<file path="config.mk">
export PLATFORM = sky130hd
export DESIGN_NAME = aes_key_expand
export DESIGN_NICKNAME = d
export VERILOG_FILES = /design/src/rtl/aes_key_expand.sv
export SDC_FILE = /design/constraint.sdc
export NUM_CORES = 2
export LEC_CHECK = 0
export BUFFER_PORTS_ARGS = -buffer_cell sky130_fd_sc_hd__buf_2
export CAP_MARGIN = 20
export CORE_AREA = 2 2 594 596
export CTS_BUF_LIST = sky130_fd_sc_hd__clkbuf_2
export DETAILED_ROUTE_END_ITERATION = 8
export DIE_AREA = 0 0 596 598
export PLACE_DENSITY_LB_ADDON = 0.08
export RECOVER_POWER = 25
export SLEW_MARGIN = 20
export SYNTH_ARGS = -nofsm -noshare
export SYNTH_HDL_FRONTEND = slang
export SYNTH_SLANG_ARGS = --single-unit
</file>
<file path="constraint.sdc">
create_clock -name clk -period 19.35 [get_ports clk]
set_clock_uncertainty 0.2 [all_clocks]
set_input_delay 5.805 -clock clk [delete_from_list [all_inputs] [get_ports clk]]
set_output_delay 5.805 -clock clk [all_outputs]
set_load 0.005 [all_outputs]
</file>
<file path="src/rtl/aes_key_expand.sv">
// Iterative AES key schedule: loads Nk words on start, then writes one word per clock until Nw words exist.
// Optional AES_KEXP_RESTART_EN: a start during expansion restarts from the new key instead of being ignored.
module aes_key_expand #(
    parameter int Nk = 4,
    parameter int Nr = Nk + 6,
    parameter int Nw = 4 * (Nr + 1)
) (
    input  logic              clk,
    input  logic              rst_n,
    input  logic              start,
    input  logic [32*Nk-1:0]  key,
    output logic              busy,
    output logic              done,
    output logic              key_valid,
    output logic [31:0]       rkey [Nw]
);

    typedef enum logic {IDLE, EXPAND} state_t;

    localparam logic [0:255][7:0] SBOX = {
        256'h637c777bf26b6fc53001672bfed7ab76ca82c97dfa5947f0add4a2af9ca472c0,
        256'hb7fd9326363ff7cc34a5e5f171d8311504c723c31896059a071280e2eb27b275,
        256'h09832c1a1b6e5aa0523bd6b329e32f8453d100ed20fcb15b6acbbe394a4c58cf,
        256'hd0efaafb434d338545f9027f503c9fa851a3408f929d38f5bcb6da2110fff3d2,
        256'hcd0c13ec5f974417c4a77e3d645d197360814fdc222a908846eeb814de5e0bdb,
        256'he0323a0a4906245cc2d3ac629195e479e7c8376d8dd54ea96c56f4ea657aae08,
        256'hba78252e1ca6b4c6e8dd741f4bbd8b8a703eb5664803f60e613557b986c11d9e,
        256'he1f8981169d98e949b1e87e9ce5528df8ca1890dbfe6426841992d0fb054bb16
    };

    function automatic logic [31:0] subword(input logic [31:0] w);
        return {SBOX[w[31:24]], SBOX[w[23:16]], SBOX[w[15:8]], SBOX[w[7:0]]};
    endfunction

    state_t      state_q, state_d;
    logic [31:0] rkey_q [Nw];
    logic [31:0] rkey_d [Nw];
    logic [5:0]  i_q, i_d;
    logic [2:0]  j_q, j_d;
    logic [7:0]  rcon_q, rcon_d;
    logic        done_q, done_d;
    logic        kv_q, kv_d;
    logic        load;
    logic [31:0] w_prev;
    logic [31:0] temp;

`ifdef AES_KEXP_RESTART_EN
    assign load = start;
`else
    assign load = start && (state_q == IDLE);
`endif

    always_comb begin
        state_d = state_q;
        rkey_d  = rkey_q;
        i_d     = i_q;
        j_d     = j_q;
        rcon_d  = rcon_q;
        done_d  = 1'b0;
        kv_d    = kv_q;
        w_prev  = rkey_q[i_q - 6'd1];
        temp    = w_prev;
        // j tracks i mod Nk so the schedule position needs no divider
        if (j_q == 3'd0) begin
            temp = subword({w_prev[7:0], w_prev[31:8]}) ^ {24'h0, rcon_q};
        end else if (Nk == 8 && j_q == 3'd4) begin
            temp = subword(w_prev);
        end
        if (load) begin
            for (int k = 0; k < Nk; k++) begin
                rkey_d[k] = key[32*k +: 32];
            end
            i_d     = 6'(Nk);
            j_d     = 3'd0;
            rcon_d  = 8'h01;
            kv_d    = 1'b0;
            state_d = EXPAND;
        end else if (state_q == EXPAND) begin
            rkey_d[i_q] = rkey_q[i_q - 6'(Nk)] ^ temp;
            i_d = i_q + 6'd1;
            j_d = (j_q == 3'(Nk - 1)) ? 3'd0 : j_q + 3'd1;
            if (j_q == 3'd0) begin
                rcon_d = {rcon_q[6:0], 1'b0} ^ (rcon_q[7] ? 8'h1B : 8'h00);
            end
            if (i_q == 6'(Nw - 1)) begin
                state_d = IDLE;
                done_d  = 1'b1;
                kv_d    = 1'b1;
            end
        end
    end

    always_ff @(posedge clk) begin
        if (!rst_n) begin
            state_q <= IDLE;
            rkey_q  <= '{default: 32'h0};
            i_q     <= 6'(Nk);
            j_q     <= 3'd0;
            rcon_q  <= 8'h01;
            done_q  <= 1'b0;
            kv_q    <= 1'b0;
        end else begin
            state_q <= state_d;
            rkey_q  <= rkey_d;
            i_q     <= i_d;
            j_q     <= j_d;
            rcon_q  <= rcon_d;
            done_q  <= done_d;
            kv_q    <= kv_d;
        end
    end

    assign busy      = (state_q == EXPAND);
    assign done      = done_q;
    assign key_valid = kv_q;
    assign rkey      = rkey_q;

endmodule
</file>
==> flow_summary.json <==
{
  "status": "finished with violations",
  "violations": "max-capacitance violations, max-slew violations",
  "worstSetupPathType": "input port to flop",
  "syn_to_final_growth_pct": 16.9,
  "die_w_um": 596,
  "finalCritPeriodShare_pct": 77.2,
  "peakVddDrop_uv": 61.4,
  "maxSlewHeadroom_pct": -357,
  "async_reset_ff_share_pct": 0,
  "yosys_warnings": 0,
  "cts_tree": "built",
  "utilization_pct": 30.9,
  "cts-root-buf": "clkbuf_2",
  "synth-compound-area-share_pct": 28.3,
  "setup_viol": 0,
  "rows": 218,
  "synth_area_um2": 92800,
  "grt_usage_pct": 47.1,
  "syn-num-nets": 11400,
  "yosys.area_share.xor_xnor_pct": 0.499,
  "synth_mux_area_share_pct": 14.4,
  "viasPerCell": 6.93,
  "h-tree-depth": 5,
  "holdCritStartpoint": "rkey[30]",
  "synth_fa_ha_area_share_pct": 0.849,
  "r2r-start": "i_q[1]",
  "worst-slew-pin-transition_ns": 6.86,
  "core_um2": 351000,
  "die_y_um": 598,
  "postCtsSetupBuffers": 0,
  "globalRouteOverflowTotal": 0,
  "p_leak_nw": 40.7,
  "route.vias.total": 120000,
  "cp-end-kind": "flop",
  "synth_area_per_cell_um2": 8.30,
  "drive_above_1_share_pct": 24.2,
  "grt_pass1_wl_um": 1130000,
  "dieArea_um2": 356000,
  "drtIter0Drc": 20500,
  "setup.worst_path.start": "rst_n",
  "grt_setup_unrepaired": "no",
  "fin_nets": 12500,
  "cts_hold_buf": 0,
  "io_pins": 1542,
  "grt_max_degree": 146,
  "hold_viol_final": 0,
  "clk_latency_ns": 2.23,
  "grt_pass1_vias": 108000,
  "worstPathRequired_ns": 21.12,
  "yosysSeqAreaShare_pct": 30.8,
  "synth-edff-count": 0,
  "cts_made_buffers": 435,
  "fin_total_pwr_mw": 8.52,
  "ys.flop_type": "dfxtp_1",
  "cts.sinks": 1428,
  "drv_cap": 4,
  "period_needed_ns": 14.94,
  "synth_simple_gate_area_share_pct": 17.3,
  "ctsLongestPathBuffers": 4,
  "hp-class": "flop to flop",
  "wire_per_inst_um": 50.9,
  "fmax_mhz": 67.0,
  "wirelength_um": 883000,
  "syn_inst": 11200,
  "antenna_found_initial": 131,
  "drv_slew": 411,
  "worst_setup_path_start_kind": "input port",
  "synth_top_family_by_area": "compound AO/OA/AOI/OAI gates",
  "fin_tns_setup_ns": 0,
  "drc": 0,
  "worstPathArrival_ns": 16.71,
  "post_cts_resized": 0,
  "power_density_nw_per_um2": 78.6,
  "dp_hpwl_um": 636000,
  "clk_pin_slew_ns": 0.10,
  "ys_seq_elements": 1428,
  "place.gp.congestion": 1.04,
  "drt_pass1_iterations": 9,
  "numPortBuffers": 1541,
  "ant_nets": 0,
  "worstPathMaxFanout": 115,
  "synth.distinct_cells": 118,
  "start_util_pct": 26.5
}
==> layout by cell type (no fill, tap or decap), types with 61 or more instances in the layout <==
cell type,n
mux2i_1,222
dfxtp_1,1424
nor3_1,144
or3_1,194
o22ai_1,326
nor4_1,65
diode_2,92
nand2_1,817
o21ai_0,1151
buf_4,497
a22oi_1,153
a31oi_1,169
buf_2,986
clkbuf_1,555
o211ai_1,124
nand4_1,229
ha_1,61
o221ai_1,84
nand3_1,991
nor2_1,527
o31ai_1,72
clkbuf_2,636
a211oi_1,221
a21oi_1,878
nor2_4,66
a21oi_2,64
mux2_2,139
mux4_2,357
and3_1,81
a221oi_1,112
clkinv_1,105
==> stage by stage <==
step	setup slack (ns)	hold WS (ns)	instances	area, µm²
6_report	4.41	0.298	17300	108000
5_1_grt	4.54	0.328	17300	108000
4_1_cts	8.29	0.292	17200	109000
3_5_place_dp	8.47	0.277	16500	105000
3_3_place_gp	8.31	0.267	16500	105000
2_1_floorplan	10.96	0.226	11200	92800
==> power breakdown <==
group          total [mW]  internal (mW)  leakage (nW)  switching, mW
Sequential           3.02           2.97          11.5         0.0547
Clock                2.58          0.915          2.97           1.67
Combinational        2.92          0.613          26.2           2.31
Total                8.52           4.49          40.7           4.03
==> sequential cells by signal, summed over array words and instances (netlist names) <==
name,cells
rcon_q,8
i_q,6
j_q,3
done,1
rkey,1408
key_valid,1
busy,1
==> critical path: stages <==
cell      delay [ns]
clkbuf_1        1.86
clkbuf_1        4.77
nand2_1         2.98
or3_1           0.87
nand3_1         0.11
==> logic make-up after synthesis <==
kind of cell / Yosys count
flip-flops: 1428
buffers and inverters: 1452
XOR/XNOR: 46
AND/OR/NAND/NOR: 3339
AO/OA/AOI/OAI: 4073
adder cells (fa/ha/maj): 63
multiplexers: 779
==> per-layer routing <==
metal / global-route usage [%] / share of wire, %
met1: 57.3 / 37
met2: 66.5 / 40
met3: 17.0 / 13
met4: 38.0 / 9.6
met5: 0 / 0.026
==> cell type report <==
class / count / area (µm²)
fillers: 38000 / 242000
multi-input cells: 8300 / 58600
flip-flops and latches: 1428 / 28600
repair buffers: 2061 / 11100
well taps: 4620 / 5780
clock buffers: 636 / 3180
clock inverters: 138 / 682
inverters: 64 / 265
diodes: 92 / 230
==> path summary, 6_finish.rpt <==
kind,to,slack (ns),depth (start not counted)
setup reg to reg,rkey[721],7.66,22
hold / removal,rkey[30],0.30,2
hold reg to reg,rkey[30],0.30,2
setup / recovery,rkey[1236],4.41,5
==> cell usage after synthesis, drive strengths merged (42+ instances only) <==
| cell | number | share of area [%] |
|---|---|---|
| o31ai | 77 | 0.64 |
| mux4 | 414 | 10 |
| and3 | 83 | 0.56 |
| a22oi | 153 | 1.2 |
| a311oi | 46 | 0.43 |
| ha | 63 | 0.85 |
| clkbuf | 775 | 3.2 |
| mux2i | 226 | 2.4 |
| a21o | 45 | 0.37 |
| nor2 | 604 | 2.5 |
| inv | 57 | 0.23 |
| a221o | 42 | 0.45 |
| a211o | 43 | 0.41 |
| nand3 | 999 | 5.4 |
| or3 | 199 | 1.3 |
| nor3 | 160 | 0.91 |
| mux2 | 139 | 1.7 |
| nor4 | 74 | 0.52 |
| nand2 | 851 | 3.5 |
| dfxtp | 1428 | 31 |
| o22ai | 329 | 2.2 |
| a221oi | 114 | 1.1 |
| buf | 573 | 4.0 |
| o221ai | 85 | 0.81 |
| o311ai | 58 | 0.55 |
| nand4 | 229 | 1.5 |
| o211ai | 124 | 1.0 |
| a211oi | 253 | 2.2 |
| o21ai | 1185 | 6.4 |
| a21oi | 945 | 5.4 |
| a31oi | 175 | 1.2 |
Note: power is estimated with default switching activity, not from simulation.
